===== src/rtl/SB_codex_pkg.sv =====
// rtl/SB_codex_pkg.sv - Sideband message codes shared by the LTSM stages.
package SB_codex_pkg;

  typedef enum logic [7:0] {
    SB_NOP                   = 8'h00,
    SB_TRAINERROR_ENTRY_REQ  = 8'h01,
    SB_TRAINERROR_ENTRY_RESP = 8'h02,
    SB_MBTRAIN_DONE_REQ      = 8'h10,
    SB_MBTRAIN_DONE_RESP     = 8'h11,
    SB_LINKINIT_REQ          = 8'h20,
    SB_LINKINIT_RESP         = 8'h21
  } SB_msg_t;

endpackage


===== src/rtl/sb_timeout_counter.sv =====
// rtl/sb_timeout_counter.sv - Saturating cycle counter; expired holds once MAX-1 is reached.
module sb_timeout_counter #(
  parameter int MAX = 1000
) (
  input  logic clk,
  input  logic reset,
  input  logic clear,
  input  logic enable,
  output logic expired
);

  localparam int W = (MAX > 1) ? $clog2(MAX) : 1;
  localparam logic [W-1:0] LAST = W'(MAX - 1);

  logic [W-1:0] r_count;

  always_ff @(posedge clk) begin
    if (reset || clear) begin
      r_count <= '0;
    end else if (enable && (r_count != LAST)) begin
      r_count <= r_count + W'(1);
    end
  end

  assign expired = (r_count == LAST);

endmodule


===== src/rtl/linkinit.sv =====
// rtl/linkinit.sv - LINKINIT stage: sideband REQ/RESP handshake with resend and timeout.
module linkinit
  import SB_codex_pkg::*;
#(
  parameter int TIMEOUT_CYCLES = 800000,
  parameter int RESEND_CYCLES  = 1000
) (
  input  logic        clk_100MHz,
  input  logic        reset,
  input  logic        enable_i,
  output logic [1:0]  MB_clkPins_TX_LINKINIT_o,
  output logic [15:0] MB_dataPins_TX_LINKINIT_o,
  output logic        LINKINIT_done_o,
  output logic        LINKINIT_error_o,
  output SB_msg_t     TX_msg_o,
  output logic        TX_msg_valid_o,
  input  SB_msg_t     RX_msg_i,
  input  logic        RX_msg_valid_i,
  output logic        RX_msg_req_o
);

  localparam logic [1:0] ST_IDLE      = 2'd0;
  localparam logic [1:0] ST_HANDSHAKE = 2'd1;
  localparam logic [1:0] ST_DONE      = 2'd2;
  localparam logic [1:0] ST_ERROR     = 2'd3;

  logic [1:0] r_state;
  logic       r_resp_rcvd;
  logic       r_resp_sent;
  logic       r_tx_valid;
  SB_msg_t    r_tx_msg;
  logic       r_rx_req;
  logic       r_done;
  logic       r_error;

  logic w_in_hs;
  logic w_consume;
  logic w_rx_req;
  logic w_rx_resp;
  logic w_resp_strobe;
  logic w_rcvd_next;
  logic w_sent_next;
  logic w_complete;
  logic w_timeout;
  logic w_resend_due;
  logic w_send_req;

  assign w_in_hs       = (r_state == ST_HANDSHAKE);
  assign w_consume     = r_rx_req & RX_msg_valid_i;
  assign w_rx_req      = w_consume & (RX_msg_i == SB_LINKINIT_REQ);
  assign w_rx_resp     = w_consume & (RX_msg_i == SB_LINKINIT_RESP);
  assign w_resp_strobe = r_tx_valid & (r_tx_msg == SB_LINKINIT_RESP);

  // Flags as they stand at the end of this cycle, so done follows the last event by one cycle
  assign w_rcvd_next = r_resp_rcvd | (w_in_hs & w_rx_resp);
  assign w_sent_next = r_resp_sent | (w_in_hs & w_resp_strobe);
  assign w_complete  = w_rcvd_next & w_sent_next;

  // A due resend stays due (the timer saturates) until it wins the TX slot
  assign w_send_req = w_in_hs & w_resend_due & ~w_rcvd_next & ~w_rx_req & ~w_timeout;

  sb_timeout_counter #(.MAX(TIMEOUT_CYCLES)) u_timeout (
    .clk     (clk_100MHz),
    .reset   (reset),
    .clear   (~w_in_hs),
    .enable  (w_in_hs),
    .expired (w_timeout)
  );

  sb_timeout_counter #(.MAX(RESEND_CYCLES)) u_resend (
    .clk     (clk_100MHz),
    .reset   (reset),
    .clear   (~w_in_hs | w_send_req),
    .enable  (w_in_hs),
    .expired (w_resend_due)
  );

  always_ff @(posedge clk_100MHz) begin
    if (reset || !enable_i) begin
      r_state     <= ST_IDLE;
      r_resp_rcvd <= 1'b0;
      r_resp_sent <= 1'b0;
      r_tx_valid  <= 1'b0;
      r_tx_msg    <= SB_NOP;
      r_rx_req    <= 1'b0;
      r_done      <= 1'b0;
      r_error     <= 1'b0;
    end else begin
      r_tx_valid <= 1'b0;
      r_tx_msg   <= SB_NOP;
      case (r_state)
        ST_IDLE: begin
          r_state     <= ST_HANDSHAKE;
          r_tx_valid  <= 1'b1;
          r_tx_msg    <= SB_LINKINIT_REQ;
          r_rx_req    <= 1'b1;
          r_resp_rcvd <= 1'b0;
          r_resp_sent <= 1'b0;
        end
        ST_HANDSHAKE: begin
          r_resp_rcvd <= w_rcvd_next;
          r_resp_sent <= w_sent_next;
          if (w_timeout && !w_complete) begin
            r_state    <= ST_ERROR;
            r_error    <= 1'b1;
            r_rx_req   <= 1'b0;
            r_tx_valid <= 1'b1;
            r_tx_msg   <= SB_TRAINERROR_ENTRY_REQ;
          end else begin
            if (w_complete) begin
              r_state <= ST_DONE;
              r_done  <= 1'b1;
            end
            if (w_rx_req) begin
              r_tx_valid <= 1'b1;
              r_tx_msg   <= SB_LINKINIT_RESP;
            end else if (w_send_req) begin
              r_tx_valid <= 1'b1;
              r_tx_msg   <= SB_LINKINIT_REQ;
            end
          end
        end
        ST_DONE: begin
          if (w_rx_req) begin
            r_tx_valid <= 1'b1;
            r_tx_msg   <= SB_LINKINIT_RESP;
          end
        end
        default: begin
        end
      endcase
    end
  end

  assign MB_clkPins_TX_LINKINIT_o  = 2'b00;
  assign MB_dataPins_TX_LINKINIT_o = 16'h0000;
  assign LINKINIT_done_o           = r_done;
  assign LINKINIT_error_o          = r_error;
  assign TX_msg_o                  = r_tx_msg;
  assign TX_msg_valid_o            = r_tx_valid;
  assign RX_msg_req_o              = r_rx_req;

endmodule


===== config.mk =====
export PLATFORM = sky130hd
export DESIGN_NAME = linkinit
export DESIGN_NICKNAME = d
export VERILOG_FILES = /design/src/rtl/SB_codex_pkg.sv /design/src/rtl/sb_timeout_counter.sv /design/src/rtl/linkinit.sv
export SDC_FILE = /design/constraint.sdc
export NUM_CORES = 1
export LEC_CHECK = 0
export CORE_MARGIN = 2
export CORE_UTILIZATION = 40
export DETAILED_ROUTE_END_ITERATION = 16
export HOLD_SLACK_MARGIN = 0.08
export PLACE_DENSITY = 0.67
export SLEW_MARGIN = 20
export SYNTH_ARGS = -nofsm -noshare
export SYNTH_HDL_FRONTEND = slang
export SYNTH_SLANG_ARGS = --single-unit

===== constraint.sdc =====
create_clock -name clk_100MHz -period 3 [get_ports clk_100MHz]
set_clock_uncertainty 0.15 [all_clocks]
set_input_delay 0.75 -clock clk_100MHz [delete_from_list [all_inputs] [get_ports clk_100MHz]]
set_output_delay 0.75 -clock clk_100MHz [all_outputs]
set_load 0.01 [all_outputs]

After elaboration in Yosys (flattened, before gate mapping). Index checks and enable logic that the tools add are counted.

Register bits after elaboration: 46. Latch bits: 0. Bits in writable memories: 0. Memory bits (read-only): 0. Input bits: 12. Output and inout port bits: 30. Memories: 0.

$add $sub $neg: 2. $mul: 0. Div/mod/pow operators: 0. Magnitude comparators: 0. Equal/unequal tests: 11. Shift-type cells: 0. Muxes and demuxes: 17. Bitwise logic cells: 19. Reductions and logical operators: 14.

Operators with widths (number): == test 8 x 6 -> 1 bit (second input constant) (3); 2-to-1 mux 6 bit (4); adder 20 x 1 -> 20 bit (second input constant) (1); == test 20 bit (second input constant) (1); inequality test 20 bit (second input constant) (1); one-hot mux 6 bit (3 select lines) (1); bitwise AND 1 bit (11); adder 10 x 1 -> 10 bit (second input constant) (1); == test 10 bit (second input constant) (1); inequality test 10 bit (second input constant) (1); one-hot mux 1 bit (2 select lines) (3); AND reduction 2 bit (3); 2-to-1 mux 1 bit (5); inverter 1 bit (5); 2-to-1 mux 2 bit (2); one-hot mux 2 bit (2 select lines) (1); logical AND 1 bit (3); logical OR 1 bit (3); inequality test 3 bit (second input constant) (1); OR 1 bit (3); one-hot mux 1 bit (3 select lines) (1); AND reduction 3 bit (1); == test 2 x 1 -> 1 bit (second input constant) (1); == test 2 bit (second input constant) (1); other kinds (4) (5).

Logic depth before layout (Yosys ltp). Gate-level depths: netlist of run 1.

Depth in word-level cells: 12. Mapped depth: 7. Gate-level depth less buffers: 6.

Cells and area by module. Synthesis of run 1 repeated with hierarchy kept, for this count alone.

Cells, all modules: 258. Area, all modules: 2249.7 µm².

By module, submodules not included: sb_timeout_counter at u_timeout (instances 1, cells an instance 117, area each 1037.2 µm², seq. area each 400.4 µm²); linkinit (instances 1, cells an instance 83, area each 706.9 µm², seq. area each 200.2 µm²); sb_timeout_counter at u_resend (instances 1, cells an instance 58, area each 505.5 µm², seq. area each 200.2 µm²).

Worst setup path after synthesis of run 1. No wires, ideal clock.

Kind: input-to-reg. Start point: input port RX_msg_i[4]. End point: register r_error (netlist: LINKINIT_error_o). Setup time: 0.115 ns. Arrival time: 2.303 ns. Required time: 2.735 ns. Path slack: 0.433 ns. Cell stages on the path: 5. Buffers on the path: 0. Cell sequence: or4b_4 or4_4 a211oi_2 nor3_1 o21a_1.

Word-level cells in the longest chain between the ends: 8.

RTL lines: start: declaration (line linkinit.sv:17) `input SB_msg_t RX_msg_i,`; == test 8 x 6 -> 1 bit (line linkinit.sv:51) `assign w_rx_resp = w_consume & (RX_msg_i == SB_LINKINIT_RESP);`; bitwise AND 1 bit (line linkinit.sv:51); bitwise AND 1 bit (line linkinit.sv:55) `assign w_rcvd_next = r_resp_rcvd | (w_in_hs & w_rx_resp);`; OR 1 bit (line linkinit.sv:55); bitwise AND 1 bit (line linkinit.sv:57) `assign w_complete = w_rcvd_next & w_sent_next;`; zero test 1 bit (line linkinit.sv:103) `if (w_timeout && !w_complete) begin`; logical AND 1 bit (line linkinit.sv:103); AND reduction 2 bit (no line); end signal: assignment (line linkinit.sv:87) `r_error <= 1'b0;`; end signal: assignment (line linkinit.sv:105) `r_error <= 1'b1;`; end: declaration (line linkinit.sv:34) `logic r_error;`.

No other way between the ends. A chain may end at the register's enable or synchronous reset.

Final worst setup path of run 1.
Start point: input port RX_msg_i[4]. End point: register r_tx_valid (netlist: TX_msg_valid_o).

Word-level cells in the longest chain between the ends: 12. Elaborated cells on any way between the ends: 19. Those cells by class: 2 x eq/ne; 5 x mux; 10 x bitwise; 2 x reduce/logical.

RTL lines: == test 8 x 6 -> 1 bit (line linkinit.sv:51); bitwise AND 1 bit (line linkinit.sv:51); bitwise AND 1 bit (line linkinit.sv:55); OR 1 bit (line linkinit.sv:55); inverter 1 bit (line linkinit.sv:60) `assign w_send_req = w_in_hs & w_resend_due & ~w_rcvd_next & ~w_rx_req & ~w_timeout;`; bitwise AND 1 bit (3 in a row) (line linkinit.sv:60); 2-to-1 mux 1 bit (line linkinit.sv:117) `end else if (w_send_req) begin`; 2-to-1 mux 1 bit (line linkinit.sv:114) `if (w_rx_req) begin`; 2-to-1 mux 1 bit (line linkinit.sv:103); one-hot mux 1 bit (3 select lines) * (line linkinit.sv:91) `case (r_state)`; end signal: assignment (line linkinit.sv:94) `r_tx_valid <= 1'b1;`; end signal: assignment (line linkinit.sv:115) `r_tx_valid <= 1'b1;`; end signal: assignment (line linkinit.sv:118) `r_tx_valid <= 1'b1;`; end: declaration (line linkinit.sv:30) `logic r_tx_valid;`.

Every way passes the cells marked *; elsewhere a longest branch is shown, timed or not.

==> results of run 1 <==
[power groups by stage]
stage	registers (mW)	clock network (mW)	logic, mW
after floorplan	0.550	0	0.0563
after global placement	0.551	0	0.0595
after detailed placement	0.551	0	0.0598
after CTS	0.539	0.463	0.0599
after global routing	0.540	0.490	0.0674
final	0.539	0.452	0.0602
[area by class of cell]
type                       instances  area, um2  area share
sequential                        40        801       0.332
clock buffer                       5       68.8      0.0286
timing repair buffer              22        208      0.0862
multi-input combinational        200       1180       0.491
tap                               70       87.6      0.0363
inverter                           4       15.0     0.00623
clock inverter                     3       46.3      0.0192
[metrics by stage]
stage,setup WS [ps],hold slack (ps)
final,231,328
after global placement,-24.6,308
after global routing,114,351
after detailed placement,-37.0,308
after CTS,279,327
after floorplan,433,293
[Yosys cell counts (2+ instances only)]
library cell	instances	share of area
and4b_1	2	0.0094
nand4_1	10	0.029
nand3_1	7	0.016
o21ai_0	11	0.026
mux2i_1	7	0.033
nor3_1	9	0.021
a31oi_1	3	0.0088
nor2b_1	2	0.0059
o21a_1	2	0.0070
and4_1	3	0.012
and2_1	2	0.0059
nor2_1	20	0.035
or3_1	12	0.035
nand2b_1	2	0.0059
nor4_1	6	0.018
or4b_1	2	0.0094
xnor2_1	4	0.016
buf_2	2	0.0047
inv_1	4	0.0070
a21oi_1	15	0.035
and3_1	6	0.018
nand2_1	19	0.033
or4_1	3	0.011
xor2_1	8	0.033
o31ai_1	3	0.011
buf_4	25	0.088
ha_1	2	0.012
clkbuf_1	3	0.0053
dfxtp_1	40	0.38
[flip-flops by register name, summed over array words and instances, names as in the netlist]
register / count
LINKINIT_done_o: 1
LINKINIT_error_o: 1
RX_msg_req_o: 1
TX_msg_o: 2
TX_msg_valid_o: 1
r_resp_rcvd: 1
r_resp_sent: 1
r_state: 2
u_resend.r_count: 10
u_timeout.r_count: 20
[critical path, stage by stage]
cell and delay [ps]:
clkdlybuf4s50_1 400, or4b_4 530, or4_4 520, buf_4 160, nor3_1 200, o21ai_0 140
a31oi_1 150
[per-layer routing]
| layer | track usage | share of wire | wire (um) | vias to the layer above |
|---|---|---|---|---|
| met4 | 0.0554 | 0.018 | 76 | 0 |
| met2 | 0.257 | 0.47 | 1980 | 46 |
| met3 | 0.0341 | 0.048 | 204 | 8 |
| li1 | - | - | - | 905 |
| met1 | 0.210 | 0.47 | 1980 | 834 |
| met5 | 0 | 0 | 0 | - |
[kinds of logic (layout without fill, tap and decap cells)]
group,Yosys count,count (layout),share of synthesized area
and+or+nand+nor,114,114,0.301
xor gates and xnor gates,12,12,0.0493
other,1,24,0.00176
buffers and inverters,35,34,0.110
muxes,7,7,0.0328
adders and majority gates,2,2,0.0117
DFF,40,40,0.375
AOI/OAI and AO/OA,41,41,0.117
[final timing paths]
kind | to | slack (ps)
worst min register to register | LINKINIT_done_o | 330
worst min-delay path | LINKINIT_done_o | 330
worst max register to register | u_timeout.r_count[1] | 580
worst max-delay path | TX_msg_valid_o | 230
==> results.md, run 1 <==
- Vias post-DR: 1793
- Sw Ratio: 0.229
- Die H: 77.0 um
- RSZ-0062 raised after global routing: false
- CTS sink count: 40
- Number of global-route vias before repair: 1683
- Hold Path Cell Cnt: 1
- Syn_area_per_cell: 8.47 um2
- NetSw: 0.241 mW
- CP max FO: 3
- Yosys warnings: 0
- CTS clock-pin slew for the worst setup and hold paths: 90 ps
- Final wirelength: 4.24 mm
- Largest net degree at the start of global routing: 15
- Placed Cells: 336
- Cell count after synthesis: 252
- Internal power: 0.810 mW
- PD cells: 436 nW/um2
- Io pins: 42
- Initial Util: 0.415
- First-pass GRT wire length: 7.74 mm
- Total GRT Usage: 0.159
- Core Util, Final: 0.469
- Die area: 5930 um2
- Commonest non-fill, non-tap cell in the layout: dfxtp_1
- Initial antenna violation count: 0
- Wirelength per Cell: 12.3 um
- Detailed Place HPWL: 3.09 mm
- R2r worst-path depth: 6
- Rel. slew slack: 0.628
- Port bufs: 17
- Final hold vios: 0
- Hold buffers post-CTS: 0
- Sequential element share of the synthesized area: 0.375
- Yosys cell types: 47
- Core area: 5140 um2
- Final Slew Violations: 0
- Combinational group share of total power: 0.057
- Syn-to-layout area delta: 13.0%
- Post-route setup TNS: 0 ps
- Post-CTS Setup Bufs: 0
- Sequential share of power: 0.513
- Async set-reset flop share out of synthesis: 0
- Final setup fails: 0
- Leakage: 0.790 nW
- Peak Freq: 361 MHz
- Power after layout: 1.05 mW
- Hold Startpoint: LINKINIT_done_o
- Initial DRT Pass Iterations: 4
- Area of the mapped netlist: 2130 um2
- CP arrival: 2850 ps
- Worst Setup End Kind: flip-flop
- Layout fillers: 529
- Part of the power in the clock network: 0.430
- Vias per Instance: 5.21
- CTS tree: done
- Worst setup startpoint: RX_msg_i[4]
- Worst Tran Pin Value: 558 ps
- H-Tree Depth: 2
- Tightest Hold Check Type: flip-flop to flip-flop
- Post-synth EDFFs: 0
- Die W: 77.0 um
- Ant. Diodes: 0
- Root Driver: clkbuf_8
- Startpoint Class: primary input
- Detail Route Antenna Nets: 0
- VDD IR-drop max: 0.199 mV
- Fin cells: 344
- Initial DRC count: 169
- GPL Wtd Cong: 0.929
- Overflow after GRT: 0
- Layout cells sized above 1: 0.0693
- Commonest cells after routing, fill and taps aside: dfxtp_1, conb_1, nor2_1
- Post-CTS Resized: 0
- WP data required: 3080 ps
- Post-route design area: 2410 um2
- # nets final: 287
- Post-layout min period: 2770 ps
- Crit share post-route: 0.923
- CTS Buf Count: 5
- Clk Latency, worst-skew pair: 300 ps
- Clk buf depth: 2
- Critical path class: primary input to flip-flop
- Cell Area, Placed: 2290 um2
- Status: completed
- Reg-to-reg critical path startpoint: u_timeout.r_count[9]
- Primary FF master, synth: dfxtp_1
- DRC Markers: 0
- Num rows: 26
- #FFs+latches synth: 40
- Max Cap Viol: 0
Power figures use the tool's default switching activity.
==> inputs of run 2 (changes only) <==
Settings changed: CORE_MARGIN 2 to default, CORE_UTILIZATION 40 to 35, CTS_CLUSTER_SIZE from default to 20, PLACE_DENSITY 0.67 to 0.61.
==> results.md, run 2 (synthesized netlist as in run 1, its figures left out) <==
- Status: completed (unchanged)
- Peak Freq: 367 MHz (was 361 MHz)
- Max FFs per register: 20 (unchanged)
- # nets final: 288 (was 287)
- Vias per Instance: 5.17 (was 5.21)
- Num rows: 28 (was 26)
- CTS sink count: 40 (unchanged)
- DRC Markers: 0 (unchanged)
- Initial DRT Pass Iterations: 4 (unchanged)
- CP max stage cell: or4b_4 (unchanged)
- Largest registers: u_timeout.r_count (20), u_resend.r_count (10) (unchanged)
- Io pins: 42 (unchanged)
- Max Cap Viol: 0 (unchanged)
- Critical path class: primary input to flip-flop (unchanged)
- Final Slew Violations: 0 (unchanged)
- Vias post-DR: 1808 (was 1793)
- CTS tree: done (unchanged)
- CP Cell Sequence: clkdlybuf4s50_1 -> or4b_4 -> or4_4 -> a211oi_2 -> nor3_1 -> o21a_1 (was clkdlybuf4s50_1 -> or4b_4 -> or4_4 -> buf_4 -> nor3_1 -> o21ai_0 -> a31oi_1)
- Clk Latency, worst-skew pair: 290 ps (was 300 ps)
- First-pass GRT wire length: 7.24 mm (was 7.74 mm)
- Post-CTS Setup Bufs: 0 (unchanged)
- Critical path endpoint: LINKINIT_error_o (was TX_msg_valid_o)
- Layout cells sized above 1: 0.0727 (was 0.0693)
- PD cells: 437 nW/um2 (was 436 nW/um2)
- Post-placement setup slack: -30.4 ps (was -37.0 ps)
- RSZ-0062 raised after global routing: false (unchanged)
- Die H: 80.1 um (was 77.0 um)
- FF-to-FF End: TX_msg_valid_o (was u_timeout.r_count[1])
- Syn-to-layout area delta: 13.9% (was 13.0%)
- Ant. Diodes: 0 (unchanged)
- Core Util, Final: 0.413 (was 0.469)
- Commonest non-fill, non-tap cell in the layout: dfxtp_1 (unchanged)
- Core area: 5890 um2 (was 5140 um2)
- Leakage: 0.802 nW (was 0.790 nW)
- WP data required: 3040 ps (was 3080 ps)
- Reg-to-reg slack, setup: 820 ps (was 580 ps)
- R2r worst-path depth: 6 (unchanged)
- Post-CTS Resized: 0 (unchanged)
- Critical Path Max Stage Delay: 530 ps (about the same)
- Die area: 6410 um2 (was 5930 um2)
- Largest net degree at the start of global routing: 15 (unchanged)
- Final hold vios: 0 (unchanged)
- Final wirelength: 4.19 mm (was 4.24 mm)
- Commonest cells after routing, fill and taps aside: dfxtp_1, conb_1, nor2_1 (unchanged)
- Root Driver: clkbuf_8 (unchanged)
- VDD IR-drop max: 0.247 mV (was 0.199 mV)
- Total GRT Usage: 0.144 (was 0.159)
- Number of global-route vias before repair: 1667 (was 1683)
- Post-route setup TNS: 0 ps (unchanged)
- Tightest Hold Check Type: flip-flop to flip-flop (unchanged)
- CTS clock-pin slew for the worst setup and hold paths: 80 ps (was 90 ps)
- Final setup fails: 0 (unchanged)
- Die W: 80.1 um (was 77.0 um)
- Crit share post-route: 0.907 (was 0.923)
- Initial Util: 0.362 (was 0.415)
- Most flops, register: u_timeout.r_count (unchanged)
- CP arrival: 2770 ps (was 2850 ps)
- CP max FO: 3 (unchanged)
- Wirelength per Cell: 12.0 um (was 12.3 um)
- Detail Route Antenna Nets: 0 (unchanged)
- GPL Wtd Cong: 0.921 (was 0.929)
- Power after layout: 1.06 mW (was 1.05 mW)
- Clk buf depth: 2 (unchanged)
- CTS Buf Count: 5 (unchanged)
- Overflow after GRT: 0 (unchanged)
- H-Tree Depth: 2 (unchanged)
- Final WS setup: 278 ps (was 231 ps)
- Port bufs: 17 (unchanged)
- Post-layout min period: 2720 ps (was 2770 ps)
- Hold buffers post-CTS: 0 (unchanged)
- Rel. slew slack: 0.624 (was 0.628)
- Detailed Place HPWL: 3.16 mm (was 3.09 mm)
- Reg-to-reg critical path startpoint: u_timeout.r_count[9] (unchanged)
- Worst Setup End Kind: flip-flop (unchanged)
- Initial antenna violation count: 0 (unchanged)
- Startpoint Class: primary input (unchanged)
- Worst setup startpoint: RX_msg_i[4] (unchanged)
- Worst Tran Pin Value: 564 ps (was 558 ps)
- Initial DRC count: 73 (was 169)
==> run 2: cell types whose count changed in the layout (fill, tap and decap cells not counted), sizes merged <==
cell	before	now
inv	5	4
buf	5	6
clkinv	0	1
clkinvlp	1	0
clkbuf	5	6
==> run 2: through the flow <==
step | cells | hold WS [ps] | area, um2
2_1_floorplan | 275 | 293 | 2220
3_3_place_gp | 342 | 305 | 2310
3_5_place_dp | 342 | 310 | 2310
4_1_cts | 350 | 328 | 2430
5_1_grt | 350 | 357 | 2430
6_report | 350 | 322 | 2430
==> run 2: worst min-delay path by stage <==
| stage | depth (start not counted) | end | slack (ps) | startpoint |
|---|---|---|---|---|
| 2_1_floorplan | 2 | u_timeout.r_count[17] | 290 | u_timeout.r_count[17] |
| 3_3_place_gp | 1 | LINKINIT_done_o | 310 | LINKINIT_done_o |
| 3_5_place_dp | 1 | LINKINIT_done_o | 310 | LINKINIT_done_o |
| 4_1_cts | 2 | u_timeout.r_count[17] | 330 | u_timeout.r_count[17] |
| 5_1_grt | 1 | LINKINIT_error_o | 360 | LINKINIT_error_o |
| 6_report | 2 | u_timeout.r_count[17] | 320 | u_timeout.r_count[17] |
==> run 2: cell type report <==
class                           instances  area, um2
Fill cell                             590       3460
Multi-Input combinational cell        200       1180
Sequential cell                        40        801
Timing Repair Buffer                   23        215
Tap cell                               75       93.8
Clock buffer                            6       82.6
Clock inverter                          2       38.8
Inverter                                4       15.0
==> run 2: routing by layer <==
layer	up-vias	part of all wire	global-route usage
li1	909	-	-
met1	835	0.49	0.185
met2	53	0.45	0.233
met3	11	0.042	0.0239
met4	0	0.024	0.0732
met5	-	0	0
==> run 2: power by group <==
part,total [mW],internal (mW),leakage (nW),switching [mW]
sequential,0.539,0.534,0.323,0.00411
clock,0.463,0.272,0.0614,0.191
combinational,0.0595,0.0252,0.417,0.0343
==> run 2: worst max-delay path: cells and delay by family <==
kind                   cells  cell delay (ps)
AOI/OAI and AO/OA          2              470
buffers and inverters      1              390
and+or+nand+nor            3             1150
==> inputs of run 3 (changes only) <==
Settings changed: CAP_MARGIN from default to 20.
==> results of run 3 <==
The final DEF is identical to that of run 2; final timing and power are the same.
